--- src/rtl/mem_stage_lsu_pkg.sv ---
// mem_stage_lsu_pkg
// Shared types and helpers for the memory-access stage (mem_stage_lsu) and
// its byte-lane alignment sub-module (lsu_align).
//   lsu_state_t  : access FSM states (IDLE / REQ / WAIT_R)
//   F3_*         : funct3 encodings for load/store widths
//   be_for_size  : byte-enable pattern for a given size and byte offset
package mem_stage_lsu_pkg;

    typedef enum logic [1:0] {
        IDLE   = 2'd0,
        REQ    = 2'd1,
        WAIT_R = 2'd2
    } lsu_state_t;

    localparam logic [2:0] F3_LB  = 3'b000;
    localparam logic [2:0] F3_LH  = 3'b001;
    localparam logic [2:0] F3_LW  = 3'b010;
    localparam logic [2:0] F3_LBU = 3'b100;
    localparam logic [2:0] F3_LHU = 3'b101;

    // size is funct3[1:0]: 00 byte, 01 half, anything else a full word.
    function automatic logic [3:0] be_for_size(input logic [1:0] size,
                                               input logic [1:0] off);
        logic [3:0] be;
        case (size)
            2'b00:   be = 4'b0001 << off;
            2'b01:   be = 4'b0011 << off;
            default: be = 4'b1111;
        endcase
        return be;
    endfunction

endpackage

--- src/rtl/mem_stage_lsu_align.sv ---
// lsu_align
// Purely combinational byte-lane logic for the memory stage.
// Ports:
//   funct3     in   access width / signedness
//   addr       in   effective byte address (only [1:0] matter here)
//   store_data in   right-aligned store source
//   rdata      in   raw 32-bit word returned by data memory
//   be         out  byte enables for the access
//   wdata      out  store data replicated across all lanes
//   load_data  out  selected lane of rdata, sign/zero extended
//   misalign   out  half not on a 2-byte boundary, or word not on 4
module lsu_align
    import mem_stage_lsu_pkg::*;
(
    input  logic [2:0]  funct3,
    input  logic [31:0] addr,
    input  logic [31:0] store_data,
    input  logic [31:0] rdata,
    output logic [3:0]  be,
    output logic [31:0] wdata,
    output logic [31:0] load_data,
    output logic        misalign
);

    logic [1:0]  off;
    logic [31:0] rshift;
    logic signed [7:0]  byte_s;
    logic signed [15:0] half_s;

    assign off = addr[1:0];

    always_comb begin
        be = be_for_size(funct3[1:0], off);

        // Replicating the source lets the memory pick whichever lane be enables.
        case (funct3[1:0])
            2'b00:   wdata = {4{store_data[7:0]}};
            2'b01:   wdata = {2{store_data[15:0]}};
            default: wdata = store_data;
        endcase

        misalign = ((funct3[1:0] == 2'b01) && off[0]) ||
                   ((funct3[1:0] == 2'b10) && (off != 2'b00));

        rshift = rdata >> {off, 3'b000};
        byte_s = $signed(rshift[7:0]);
        half_s = $signed(rshift[15:0]);

        case (funct3)
            F3_LB:   load_data = 32'(byte_s);
            F3_LH:   load_data = 32'(half_s);
            F3_LBU:  load_data = {24'd0, rshift[7:0]};
            F3_LHU:  load_data = {16'd0, rshift[15:0]};
            default: load_data = rshift;
        endcase
    end

endmodule

--- src/rtl/mem_stage_lsu.sv ---
// mem_stage_lsu
// Memory-access stage: issues loads/stores over a req/gnt/rvalid handshake,
// stalls the upstream pipeline while an access is outstanding, and owns the
// MEM/WB result register (all out_* are registered).
// Optional feature: define LSU_TIMEOUT_EN to abort accesses that spend
// TIMEOUT_CYCLES cycles in REQ+WAIT_R (reported through out_err).
// Ports:
//   clk, rst            clock, synchronous active-high reset
//   in_*                EX/MEM register contents (held stable while stalled)
//   dmem_req/we/be/addr/wdata  request side of the data-memory port
//   dmem_gnt/rvalid/rdata      grant and response side
//   mem_stall           combinational hold for EX/MEM and upstream
//   out_valid/rd/data/misalign/err  MEM/WB result register
module mem_stage_lsu
    import mem_stage_lsu_pkg::*;
#(
    parameter int TIMEOUT_CYCLES = 255
) (
    input  logic        clk,
    input  logic        rst,
    input  logic        in_valid,
    input  logic        in_mem_read,
    input  logic        in_mem_write,
    input  logic [2:0]  in_funct3,
    input  logic [31:0] in_alu_res,
    input  logic [31:0] in_store_data,
    input  logic [4:0]  in_rd,
    output logic        dmem_req,
    output logic        dmem_we,
    output logic [3:0]  dmem_be,
    output logic [31:0] dmem_addr,
    output logic [31:0] dmem_wdata,
    input  logic        dmem_gnt,
    input  logic        dmem_rvalid,
    input  logic [31:0] dmem_rdata,
    output logic        mem_stall,
    output logic        out_valid,
    output logic [4:0]  out_rd,
    output logic [31:0] out_data,
    output logic        out_misalign,
    output logic        out_err
);

    if (TIMEOUT_CYCLES < 2) begin : g_bad_timeout
        $error("mem_stage_lsu: TIMEOUT_CYCLES must be at least 2");
    end

    lsu_state_t  state_q, state_d;
    logic        is_access;
    logic        misalign;
    logic [31:0] load_data;
    logic        timeout_hit;
    logic        abort;

    logic        out_valid_q, out_valid_d;
    logic [4:0]  out_rd_q, out_rd_d;
    logic [31:0] out_data_q, out_data_d;
    logic        out_misalign_q, out_misalign_d;
    logic        out_err_q, out_err_d;

    lsu_align u_align (
        .funct3     (in_funct3),
        .addr       (in_alu_res),
        .store_data (in_store_data),
        .rdata      (dmem_rdata),
        .be         (dmem_be),
        .wdata      (dmem_wdata),
        .load_data  (load_data),
        .misalign   (misalign)
    );

    // The stall keeps the EX/MEM inputs stable, so address/be/wdata are
    // driven straight from them and stay constant for the life of a request.
    assign dmem_addr = {in_alu_res[31:2], 2'b00};
    assign dmem_we   = dmem_req & in_mem_write;
    assign is_access = in_valid & (in_mem_read | in_mem_write);

`ifdef LSU_TIMEOUT_EN
    localparam int CNT_W = $clog2(TIMEOUT_CYCLES);

    logic [CNT_W-1:0] cnt_q, cnt_d;

    assign timeout_hit = (state_q != IDLE) &&
                         (cnt_q == CNT_W'(TIMEOUT_CYCLES - 1));

    // Cleared while idle and on abort, so it never wraps past TIMEOUT-1.
    always_comb begin
        cnt_d = cnt_q + 1'b1;
        if (state_q == IDLE || abort) begin
            cnt_d = '0;
        end
    end

    always_ff @(posedge clk) begin
        if (rst) begin
            cnt_q <= '0;
        end else begin
            cnt_q <= cnt_d;
        end
    end
`else
    assign timeout_hit = 1'b0;
`endif

    // Access FSM and result-register next values. While stalled the result
    // register holds everything except out_valid, which drops to 0 so a
    // stalled instruction is never written back twice.
    always_comb begin
        state_d        = state_q;
        dmem_req       = 1'b0;
        mem_stall      = 1'b0;
        abort          = 1'b0;
        out_valid_d    = 1'b0;
        out_rd_d       = out_rd_q;
        out_data_d     = out_data_q;
        out_misalign_d = out_misalign_q;
        out_err_d      = out_err_q;

        unique case (state_q)
            IDLE, REQ: begin
                if (state_q == IDLE && !is_access) begin
                    out_valid_d    = in_valid;
                    out_rd_d       = in_rd;
                    out_data_d     = in_alu_res;
                    out_misalign_d = 1'b0;
                    out_err_d      = 1'b0;
                end else if (state_q == IDLE && misalign) begin
                    out_valid_d    = 1'b1;
                    out_rd_d       = in_rd;
                    out_data_d     = in_alu_res;
                    out_misalign_d = 1'b1;
                    out_err_d      = 1'b0;
                end else if (timeout_hit) begin
                    abort = 1'b1;
                end else begin
                    dmem_req  = 1'b1;
                    mem_stall = 1'b1;
                    if (dmem_gnt) begin
                        if (in_mem_write) begin
                            // Stores retire on the grant cycle.
                            mem_stall      = 1'b0;
                            state_d        = IDLE;
                            out_valid_d    = 1'b1;
                            out_rd_d       = in_rd;
                            out_data_d     = in_alu_res;
                            out_misalign_d = 1'b0;
                            out_err_d      = 1'b0;
                        end else begin
                            state_d = WAIT_R;
                        end
                    end else begin
                        state_d = REQ;
                    end
                end
            end
            WAIT_R: begin
                if (dmem_rvalid) begin
                    state_d        = IDLE;
                    out_valid_d    = 1'b1;
                    out_rd_d       = in_rd;
                    out_data_d     = load_data;
                    out_misalign_d = 1'b0;
                    out_err_d      = 1'b0;
                end else if (timeout_hit) begin
                    abort = 1'b1;
                end else begin
                    mem_stall = 1'b1;
                end
            end
            default: state_d = IDLE;
        endcase

        if (abort) begin
            state_d        = IDLE;
            out_valid_d    = 1'b1;
            out_rd_d       = in_rd;
            out_data_d     = '0;
            out_misalign_d = 1'b0;
            out_err_d      = 1'b1;
        end
    end

    // ---- MEM/WB boundary ----
    always_ff @(posedge clk) begin
        if (rst) begin
            state_q        <= IDLE;
            out_valid_q    <= 1'b0;
            out_rd_q       <= '0;
            out_data_q     <= '0;
            out_misalign_q <= 1'b0;
            out_err_q      <= 1'b0;
        end else begin
            state_q        <= state_d;
            out_valid_q    <= out_valid_d;
            out_rd_q       <= out_rd_d;
            out_data_q     <= out_data_d;
            out_misalign_q <= out_misalign_d;
            out_err_q      <= out_err_d;
        end
    end

    assign out_valid    = out_valid_q;
    assign out_rd       = out_rd_q;
    assign out_data     = out_data_q;
    assign out_misalign = out_misalign_q;
    assign out_err      = out_err_q;

endmodule

--- config.mk ---
export PLATFORM = sky130hd
export DESIGN_NAME = mem_stage_lsu
export DESIGN_NICKNAME = d
export VERILOG_FILES = /design/src/rtl/mem_stage_lsu_pkg.sv /design/src/rtl/mem_stage_lsu_align.sv /design/src/rtl/mem_stage_lsu.sv
export SDC_FILE = /design/constraint.sdc
export NUM_CORES = 1
export LEC_CHECK = 0
export BUFFER_PORTS_ARGS = -buffer_cell sky130_fd_sc_hd__clkbuf_2
export CORE_ASPECT_RATIO = 0.6
export CORE_MARGIN = 1
export CORE_UTILIZATION = 30
export DETAILED_ROUTE_END_ITERATION = 12
export SLEW_MARGIN = 20
export SYNTH_ARGS = -nofsm -noshare
export SYNTH_HDL_FRONTEND = slang
export SYNTH_HIERARCHICAL = 1
export SYNTH_SLANG_ARGS = --single-unit
--- constraint.sdc ---
create_clock -name clk -period 4.5 [get_ports clk]
set_clock_uncertainty 0.15 [all_clocks]
set_input_delay 0.9 -clock clk [delete_from_list [all_inputs] [get_ports clk]]
set_output_delay 0.9 -clock clk [all_outputs]
set_load 0.05 [all_outputs]
==> results of run 1 <==
cell usage after synthesis, types with 2 or more instances:
| cell type | n | area [sq um] |
|---|---|---|
| sky130_fd_sc_hd__or2_2 | 8 | 50.1 |
| sky130_fd_sc_hd__o21bai_1 | 2 | 15.0 |
| sky130_fd_sc_hd__nand2_1 | 26 | 97.6 |
| sky130_fd_sc_hd__dfxtp_1 | 41 | 821 |
| sky130_fd_sc_hd__nor3b_1 | 2 | 15.0 |
| sky130_fd_sc_hd__nor2_1 | 9 | 33.8 |
| sky130_fd_sc_hd__buf_6 | 3 | 33.8 |
| sky130_fd_sc_hd__xnor2_1 | 2 | 17.5 |
| sky130_fd_sc_hd__nand3_1 | 2 | 10.0 |
| sky130_fd_sc_hd__clkbuf_1 | 12 | 45.0 |
| sky130_fd_sc_hd__buf_2 | 18 | 90.1 |
| sky130_fd_sc_hd__a211oi_2 | 25 | 313 |
| sky130_fd_sc_hd__buf_4 | 49 | 368 |
| sky130_fd_sc_hd__nand4_1 | 16 | 100 |
| sky130_fd_sc_hd__nor3_1 | 33 | 165 |
| sky130_fd_sc_hd__inv_1 | 2 | 7.51 |
| sky130_fd_sc_hd__mux2_2 | 26 | 293 |
| sky130_fd_sc_hd__nand2b_1 | 8 | 50.1 |
| sky130_fd_sc_hd__nand3b_1 | 2 | 15.0 |
| sky130_fd_sc_hd__o21ai_1 | 8 | 40.0 |
| sky130_fd_sc_hd__a211o_1 | 2 | 17.5 |
| sky130_fd_sc_hd__o21ai_0 | 15 | 75.1 |
| sky130_fd_sc_hd__a21oi_1 | 24 | 120 |
| sky130_fd_sc_hd__nor2b_1 | 15 | 93.8 |
| sky130_fd_sc_hd__a211oi_1 | 15 | 113 |
| sky130_fd_sc_hd__mux2i_1 | 49 | 490 |
routing by layer:
layer / share of wire (%) / vias to the layer above / global-route usage [%]
met1: 51 / 1730 / 29.5
met4: 0.80 / 0 / 3.42
met5: 0 / - / 0
met3: 6.5 / 13 / 3.87
met2: 41 / 141 / 29.4
li1: - / 1805 / -
critical path, stage by stage:
cell	delay [ps]
sky130_fd_sc_hd__clkbuf_2	380
sky130_fd_sc_hd__nand3b_1	180
sky130_fd_sc_hd__o21ai_0	170
sky130_fd_sc_hd__o21a_1	240
sky130_fd_sc_hd__nor2_1	160
sky130_fd_sc_hd__and2_1	150
sky130_fd_sc_hd__clkbuf_2	270
registers in the layout, indices dropped and copies added, names as in the netlist:
signal        count
out_data         32
out_rd            5
state_q           2
out_misalign      1
out_valid         1
stage by stage:
| stage | power, mW | cell area, sq um | hold slack [ps] | utilization [%] |
|---|---|---|---|---|
| floorplan | 0.973 | 3590 | 378 | - |
| global placement | 1.12 | 4400 | 302 | 38.5 |
| detailed placement | 1.13 | 4410 | 308 | 38.5 |
| CTS | 1.61 | 4600 | 321 | 40.2 |
| global route | 1.66 | 4600 | 344 | 40.2 |
| finish | 1.59 | 4600 | 318 | 40.2 |
area by class of cell:
class	count	area (sq um)
timing repair buffer	225	1150
multi-input combinational	301	2230
clock buffer	5	125
clock inverter	3	65.1
tap	160	200
fill	1215	6850
inverter	2	7.51
sequential	41	821
kinds of logic (layout without fill, tap and decap cells):
group / after synthesis / in the layout / synth area share (%)
AO/OA/AOI/OAI: 96 / 96 / 20.7
XOR/XNOR: 2 / 2 / 0.489
buffers and inverters: 86 / 235 / 15.5
flip-flops: 41 / 41 / 22.9
multiplexers: 75 / 75 / 21.8
other: 1 / 3 / 0.105
AND/OR/NAND/NOR: 125 / 125 / 18.4
final timing paths:
path	endpoint	slack, ps	depth (start not counted)
worst max-delay path	dmem_we	990	7
worst min-delay path	out_rd[4]	320	2
worst max register to register	out_data[0]	1790	5
worst min register to register	out_rd[4]	320	2
power breakdown:
part	total, mW	internal [mW]	switching, mW	leakage (nW)
clock network	0.470	0.317	0.153	0.0938
registers	0.424	0.402	0.0221	0.341
logic	0.699	0.193	0.505	1.92
placed cells by master (no fill, tap or decap), types with 2 or more instances in the layout:
master / instances
sky130_fd_sc_hd__nand3_1: 2
sky130_fd_sc_hd__inv_1: 2
sky130_fd_sc_hd__nand3b_1: 2
sky130_fd_sc_hd__xnor2_1: 2
sky130_fd_sc_hd__o21bai_1: 2
sky130_fd_sc_hd__a211o_1: 2
sky130_fd_sc_hd__conb_1: 3
sky130_fd_sc_hd__o21ai_1: 7
sky130_fd_sc_hd__nor2_1: 9
sky130_fd_sc_hd__a211oi_1: 15
sky130_fd_sc_hd__or2_2: 8
sky130_fd_sc_hd__nor3b_1: 2
sky130_fd_sc_hd__nand2b_2: 2
sky130_fd_sc_hd__a211oi_2: 25
sky130_fd_sc_hd__nor2b_1: 15
sky130_fd_sc_hd__mux2_2: 26
sky130_fd_sc_hd__bufinv_16: 2
sky130_fd_sc_hd__o21ai_0: 15
sky130_fd_sc_hd__clkbuf_2: 217
sky130_fd_sc_hd__nand2b_1: 6
sky130_fd_sc_hd__a21oi_1: 24
sky130_fd_sc_hd__mux2i_1: 49
sky130_fd_sc_hd__clkbuf_16: 5
sky130_fd_sc_hd__buf_4: 7
sky130_fd_sc_hd__nor3_1: 33
sky130_fd_sc_hd__nand2_1: 26
sky130_fd_sc_hd__dfxtp_1: 41
sky130_fd_sc_hd__nand4_1: 16
==> flow_metrics.tcl, run 1 <==
set metrics [dict create \
    die-height_um 86.7 \
    synth_cells 426 \
    first_global_vias 3462 \
    critical_path_origin "in_funct3[0]" \
    detail_route.wl_per_cell_um 17.0 \
    route.vias.total 3689 \
    peakVddDrop_uv 150 \
    power.leakage_nw 2.35 \
    total_power_per_unit_cell_area_nw_per_um2 347 \
    io_buffer_count 218 \
    cts-htree-levels 2 \
    wire_length_of_the_first_global_routing_pass_um 18700 \
    grt_remaining_overflow 0 \
    synth.cell_area_sq_um 3580 \
    timing.rr.start "state_q[1]" \
    achievable-frequency_mhz 285 \
    cts_setup_buffers 0 \
    clk_pin_slew_worst_paths_ps 60 \
    cts_inserted_buffers 5 \
    cell_chosen_for_the_clock_root "sky130_fd_sc_hd__clkbuf_16" \
    layout_setup_ws_ps 990 \
    antenna_found_initial 0 \
    post-route-drc-count 0 \
    hold_buffers 0 \
    async_reset_ff_share_pct 0 \
    wl_um 12600 \
    postSynthRegisterBits 41 \
    final_max_slew_viol_count 0 \
    track_usage_pct 19.8 \
    clock_path_buffers 2 \
    synth_seq_area_share_pct 22.9 \
    synthesis.area_per_instance_sq_um 8.41 \
    tritoncts "done" \
    core_sq_um 11400 \
    cts.repair.resized 0 \
    placement_rows 30 \
    max_cap_violations 0 \
    avgViaCountPerCell 5.01 \
    die_width_um 143 \
    pre_cts_slack_ps 971 \
    worst_hold_startpoint "out_rd[4]" \
    setup.worst_path.start_class "primary input" \
    result_of_the_run "finished, final reports clean" \
    worst-setup-path-type "primary input to output port" \
    worstMarginPinSlew_ps 1120 \
    detailedRoute.firstPassIterationCount 4 \
    number_of_enable_type_register_cells_in_the_synthesized_netlist 0 \
    timing.critical_path.fanout_max 17 \
    grt_setup_unrepaired "false" \
    setup_total_negative_slack_ps 0 \
    finalWorstPathRequiredPeriod_ps 3510 \
    final_gp_congestion 0.853 \
    grt_start_max_net_pins 47 \
    dieArea_sq_um 12400 \
    drtIter0Drc 180 \
    synthesis.yosys.warnings 6 \
    synth_cell_types 38 \
    finish.cell_count_without_fillers 737 \
    io_pins 222 \
    post_route_cells_drive_above_1_share_pct 51.5 \
    final_antenna_net_count 0 \
    post-route-period-util_pct 78.0 \
    place_hpwl_um 9710 \
    flow.area_growth_from_synthesis_pct 28.2 \
    numClockSinks 41 \
    report.final.setup_viol 0 \
    diodes 0 \
    post-place-cells 729 \
    min_path_type "flip-flop to flip-flop" \
    fin_nets 687 \
    synth_ff_type "sky130_fd_sc_hd__dfxtp_1" \
    critical_path_arrival_ps 2460 \
    worst_skew_pair.late_latency_ps 280 \
    maxSlewHeadroom_pct 25.1 \
    crit_path_end_kind "output port" \
    final_report_hold_violation_count 0 \
    initial_standard_cell_utilization_of_the_core_pct 31.3 \
    cp_data_required_time_ps 3450 \
]
Note: power is estimated with default switching activity, not from simulation.
==> inputs of run 2 (changes only) <==
clock period = 3.2 ns   (was 4.5 ns; I/O delays follow)
==> flow_metrics.tcl, run 2 (synthesis results as in run 1) <==
set metrics [dict create \
    peakVddDrop_uv 212 \
    critical_path_arrival_ps 2120 \
    cells_along_the_critical_path "clkbuf_2 -> xnor2_1 -> o21ai_0 -> o21a_1 -> nor2_4 -> a21o_2 -> clkbuf_2" \
    dieArea_sq_um 12400 \
    maxSlewHeadroom_pct 44.3 \
    worst-setup-path-type "primary input to output port" \
    max_cap_violations 0 \
    power.leakage_nw 2.37 \
    cell_chosen_for_the_clock_root "sky130_fd_sc_hd__clkbuf_16" \
    cts_setup_buffers 0 \
    cts-htree-levels 2 \
    grt_remaining_overflow 0 \
    worstMarginPinSlew_ps 835 \
    final_report_hold_violation_count 0 \
    tritoncts "done" \
    die_width_um 143 \
    io_buffer_count 218 \
    cell_mode_on_critical_path "sky130_fd_sc_hd__clkbuf_2" \
    final_antenna_net_count 0 \
    setup.worst_path.start_class "primary input" \
    initial_standard_cell_utilization_of_the_core_pct 31.3 \
    wl_um 12900 \
    clk_pin_slew_worst_paths_ps 60 \
    cts.repair.resized 0 \
    achievable-frequency_mhz 343 \
    post-route-period-util_pct 91.0 \
    first_global_vias 3478 \
    min_path_type "flip-flop to flip-flop" \
    top_signal_layer_used "met4" \
    die-height_um 86.7 \
    met1_length_um 6430 \
    grt_start_max_net_pins 41 \
    io_pins 222 \
    route.vias.total 3691 \
    worst_skew_pair.late_latency_ps 290 \
    timing.hold.ws_ps 319 \
    worst_path_max_delay_cell "sky130_fd_sc_hd__o21ai_0" \
    cts_inserted_buffers 5 \
    cp_data_required_time_ps 2410 \
    drtIter0Drc 337 \
    track_usage_pct 20.9 \
    critical-path-max-stage-delay_ps 370 \
    avgViaCountPerCell 4.98 \
    crit_path_end_kind "output port" \
    numClockSinks 41 \
    fin_nets 691 \
    timing.critical_path.fanout_max 10 \
    flow.area_growth_from_synthesis_pct 29.1 \
    core_sq_um 11400 \
    detailroute.wirelength.met3_um 794 \
    total_power_mw 2.19 \
    detailedRoute.firstPassIterationCount 4 \
    result_of_the_run "finished, final reports clean" \
    final_gp_congestion 0.845 \
    met2_wirelength_um 5630 \
    detail_route.wl_per_cell_um 17.5 \
    finalWorstPathRequiredPeriod_ps 2910 \
    placement_rows 30 \
    layout_common_cells "218 x sky130_fd_sc_hd__clkbuf_2, 49 x sky130_fd_sc_hd__mux2i_1, 41 x sky130_fd_sc_hd__dfxtp_1" \
    report.final.setup_viol 0 \
    diodes 0 \
    place_hpwl_um 10100 \
    grt_setup_unrepaired "false" \
    clock_path_buffers 2 \
    setup_total_negative_slack_ps 0 \
    largest_reg_flops 32 \
    antenna_found_initial 0 \
    final_max_slew_viol_count 0 \
    post_route_cells_drive_above_1_share_pct 52.2 \
    total_power_per_unit_cell_area_nw_per_um2 472 \
    hold_buffers 0 \
    post-route-drc-count 0 \
    wire_length_of_the_first_global_routing_pass_um 19400 \
    layout_commonest_cell "sky130_fd_sc_hd__clkbuf_2" \
]
[run 2: critical path, delay by kind of cell]
kind | cells | cell delay, ps
buffers and inverters | 2 | 420
AND/OR/NAND/NOR | 1 | 50
AO/OA/AOI/OAI | 3 | 850
XOR/XNOR | 1 | 160
[run 2: metrics by stage]
stage	util, %	std cells	instance area, sq um	setup WS [ps]
2_1_floorplan	-	428	3600	13.4
3_3_place_gp	38.9	733	4460	253
3_5_place_dp	38.9	733	4460	246
4_1_cts	40.4	741	4630	243
5_1_grt	40.4	741	4630	163
6_report	40.4	741	4630	288
[run 2: routing by layer]
layer	track usage, %	vias to the layer above
li1	-	1816
met1	29.8	1718
met2	32.5	148
met3	4.70	9
met4	2.83	0
met5	0	-
[run 2: cell type report]
type,count,area [sq um]
Clock buffer,7,143
Clock inverter,1,30.0
Fill cell,1187,6820
Inverter,2,7.51
Multi-Input combinational cell,301,2240
Sequential cell,41,821
Tap cell,160,200
Timing Repair Buffer,229,1190
[run 2: final timing paths]
kind,cells past startpoint,slack (ps),end,start
worst max register to register,5,1160,out_data[17],state_q[1]
worst max-delay path,7,290,mem_stall,in_funct3[0]
worst min-delay path,2,320,out_rd[0],out_rd[0]
worst min register to register,2,320,out_rd[0],out_rd[0]
[run 2: power by group]
part	internal, mW	switching, mW
Combinational	0.280	0.713
Sequential	0.566	0.0329
Clock	0.390	0.205
Total	1.24	0.950
==> inputs of run 3 (changes only) <==
RECOVER_POWER = 50   (was unset)
==> flow_metrics.tcl, run 3 (synthesis results as in run 1) <==
set metrics [dict create \
    cts_setup_buffers 0 \
    tritoncts "done" \
    wire_length_of_the_first_global_routing_pass_um 19400 \
    post_route_cells_drive_above_1_share_pct 39.4 \
    place_hpwl_um 10100 \
    post-route-period-util_pct 90.6 \
    worstMarginPinSlew_ps 826 \
    result_of_the_run "finished, final reports clean" \
    largest_reg_flops 32 \
    detail_route.wl_per_cell_um 17.5 \
    antenna_found_initial 0 \
    total_power_mw 2.17 \
    clock_path_buffers 2 \
    post-place-cells 733 \
    initial_standard_cell_utilization_of_the_core_pct 31.3 \
    fin_nets 691 \
    drtIter0Drc 295 \
    die-height_um 86.7 \
    grt_setup_unrepaired "false" \
    min_path_type "flip-flop to flip-flop" \
    dieArea_sq_um 12400 \
    setup_total_negative_slack_ps 0 \
    achievable-frequency_mhz 345 \
    numClockSinks 41 \
    finalWorstPathRequiredPeriod_ps 2900 \
    layout_common_cells "144 x sky130_fd_sc_hd__clkbuf_2, 75 x sky130_fd_sc_hd__clkbuf_1, 49 x sky130_fd_sc_hd__mux2i_1" \
    detailedRoute.firstPassIterationCount 4 \
    worst_skew_pair.late_latency_ps 280 \
    core_sq_um 11400 \
    wl_um 13000 \
    flow.area_growth_from_synthesis_pct 26.6 \
    die_width_um 143 \
    timing.reg2reg.worst_path_depth 5 \
    cp_data_required_time_ps 2410 \
    timing.critical_path.fanout_max 10 \
    route.vias.total 3737 \
    cell_chosen_for_the_clock_root "sky130_fd_sc_hd__clkbuf_16" \
    layout_setup_ws_ps 302 \
    finish.cell_count_without_fillers 741 \
    diodes 0 \
    first_global_vias 3478 \
    final_antenna_net_count 0 \
    maxSlewHeadroom_pct 44.9 \
    worst-setup-path-type "primary input to output port" \
    hold_buffers 0 \
    cts.repair.resized 0 \
    layout_commonest_cell "sky130_fd_sc_hd__clkbuf_2" \
    worst_hold_startpoint "out_rd[0]" \
    crit_path_end_kind "output port" \
    io_pins 222 \
    final_gp_congestion 0.845 \
    avgViaCountPerCell 5.04 \
    total_power_per_unit_cell_area_nw_per_um2 477 \
    grt_start_max_net_pins 41 \
    peakVddDrop_uv 210 \
    critical_path_arrival_ps 2110 \
    cts-htree-levels 2 \
    setup.worst_path.start_class "primary input" \
    final_report_hold_violation_count 0 \
    io_buffer_count 218 \
    worst-r2r-setup-slack_ps 1180 \
    timing.rr.start "state_q[1]" \
    fin_util_pct 39.6 \
    pre_cts_slack_ps 246 \
    post-route-drc-count 0 \
    cts_inserted_buffers 5 \
    final_max_slew_viol_count 0 \
    clk_pin_slew_worst_paths_ps 60 \
    placement_rows 30 \
    grt_remaining_overflow 0 \
    hold_path_depth 2 \
    max_cap_violations 0 \
    worst_hold_path.endpoint "out_rd[0]" \
    r2r-end "out_data[12]" \
    track_usage_pct 20.9 \
    power.leakage_nw 2.14 \
    report.final.setup_viol 0 \
]
## run 3: cell types whose count changed in the layout (fill, tap and decap cells not counted)
cell,before,now
sky130_fd_sc_hd__clkbuf_1,1,75
sky130_fd_sc_hd__clkbuf_2,218,144
## run 3: power by group
part           internal [mW]  switching (mW)
combinational          0.261           0.713
clock                  0.390           0.204
sequential             0.566          0.0326
total                   1.22           0.950
## run 3: routing by layer
layer	track usage [%]	routed length [um]	vias to the layer above
met3	4.70	787	6
met1	29.8	6470	1764
met4	2.83	63	0
met2	32.5	5660	150
li1	-	-	1817
met5	0	0	-
## run 3: final cells by class
class	instances	area (sq um)
multi-input combinational	301	2240
sequential	41	821
clock buffer	7	143
tap	160	200
inverter	2	7.51
fill	1212	6910
timing repair buffer	229	1090
clock inverter	1	30.0
## run 3: worst max path at each step
stage | slack (ps) | start | endpoint
after floorplan | 10 | in_alu_res[1] | dmem_we
after global placement | 250 | in_funct3[0] | mem_stall
after detailed placement | 250 | in_funct3[0] | mem_stall
after CTS | 240 | in_funct3[0] | mem_stall
after global routing | 160 | in_funct3[0] | mem_stall
final | 300 | in_funct3[0] | mem_stall
## run 3: worst max-delay path: stages
cell	delay, ps
sky130_fd_sc_hd__clkbuf_2	190
sky130_fd_sc_hd__xnor2_1	160
sky130_fd_sc_hd__o21ai_0	370
sky130_fd_sc_hd__o21a_1	260
sky130_fd_sc_hd__nor2_4	50
sky130_fd_sc_hd__a21o_2	210
sky130_fd_sc_hd__clkbuf_2	230
## run 3: stage by stage
| step | area [sq um] | hold slack, ps |
|---|---|---|
| final | 4540 | 319 |
| after global routing | 4540 | 329 |
| after CTS | 4630 | 322 |
| after detailed placement | 4460 | 311 |
| after global placement | 4460 | 304 |
| after floorplan | 3600 | 398 |
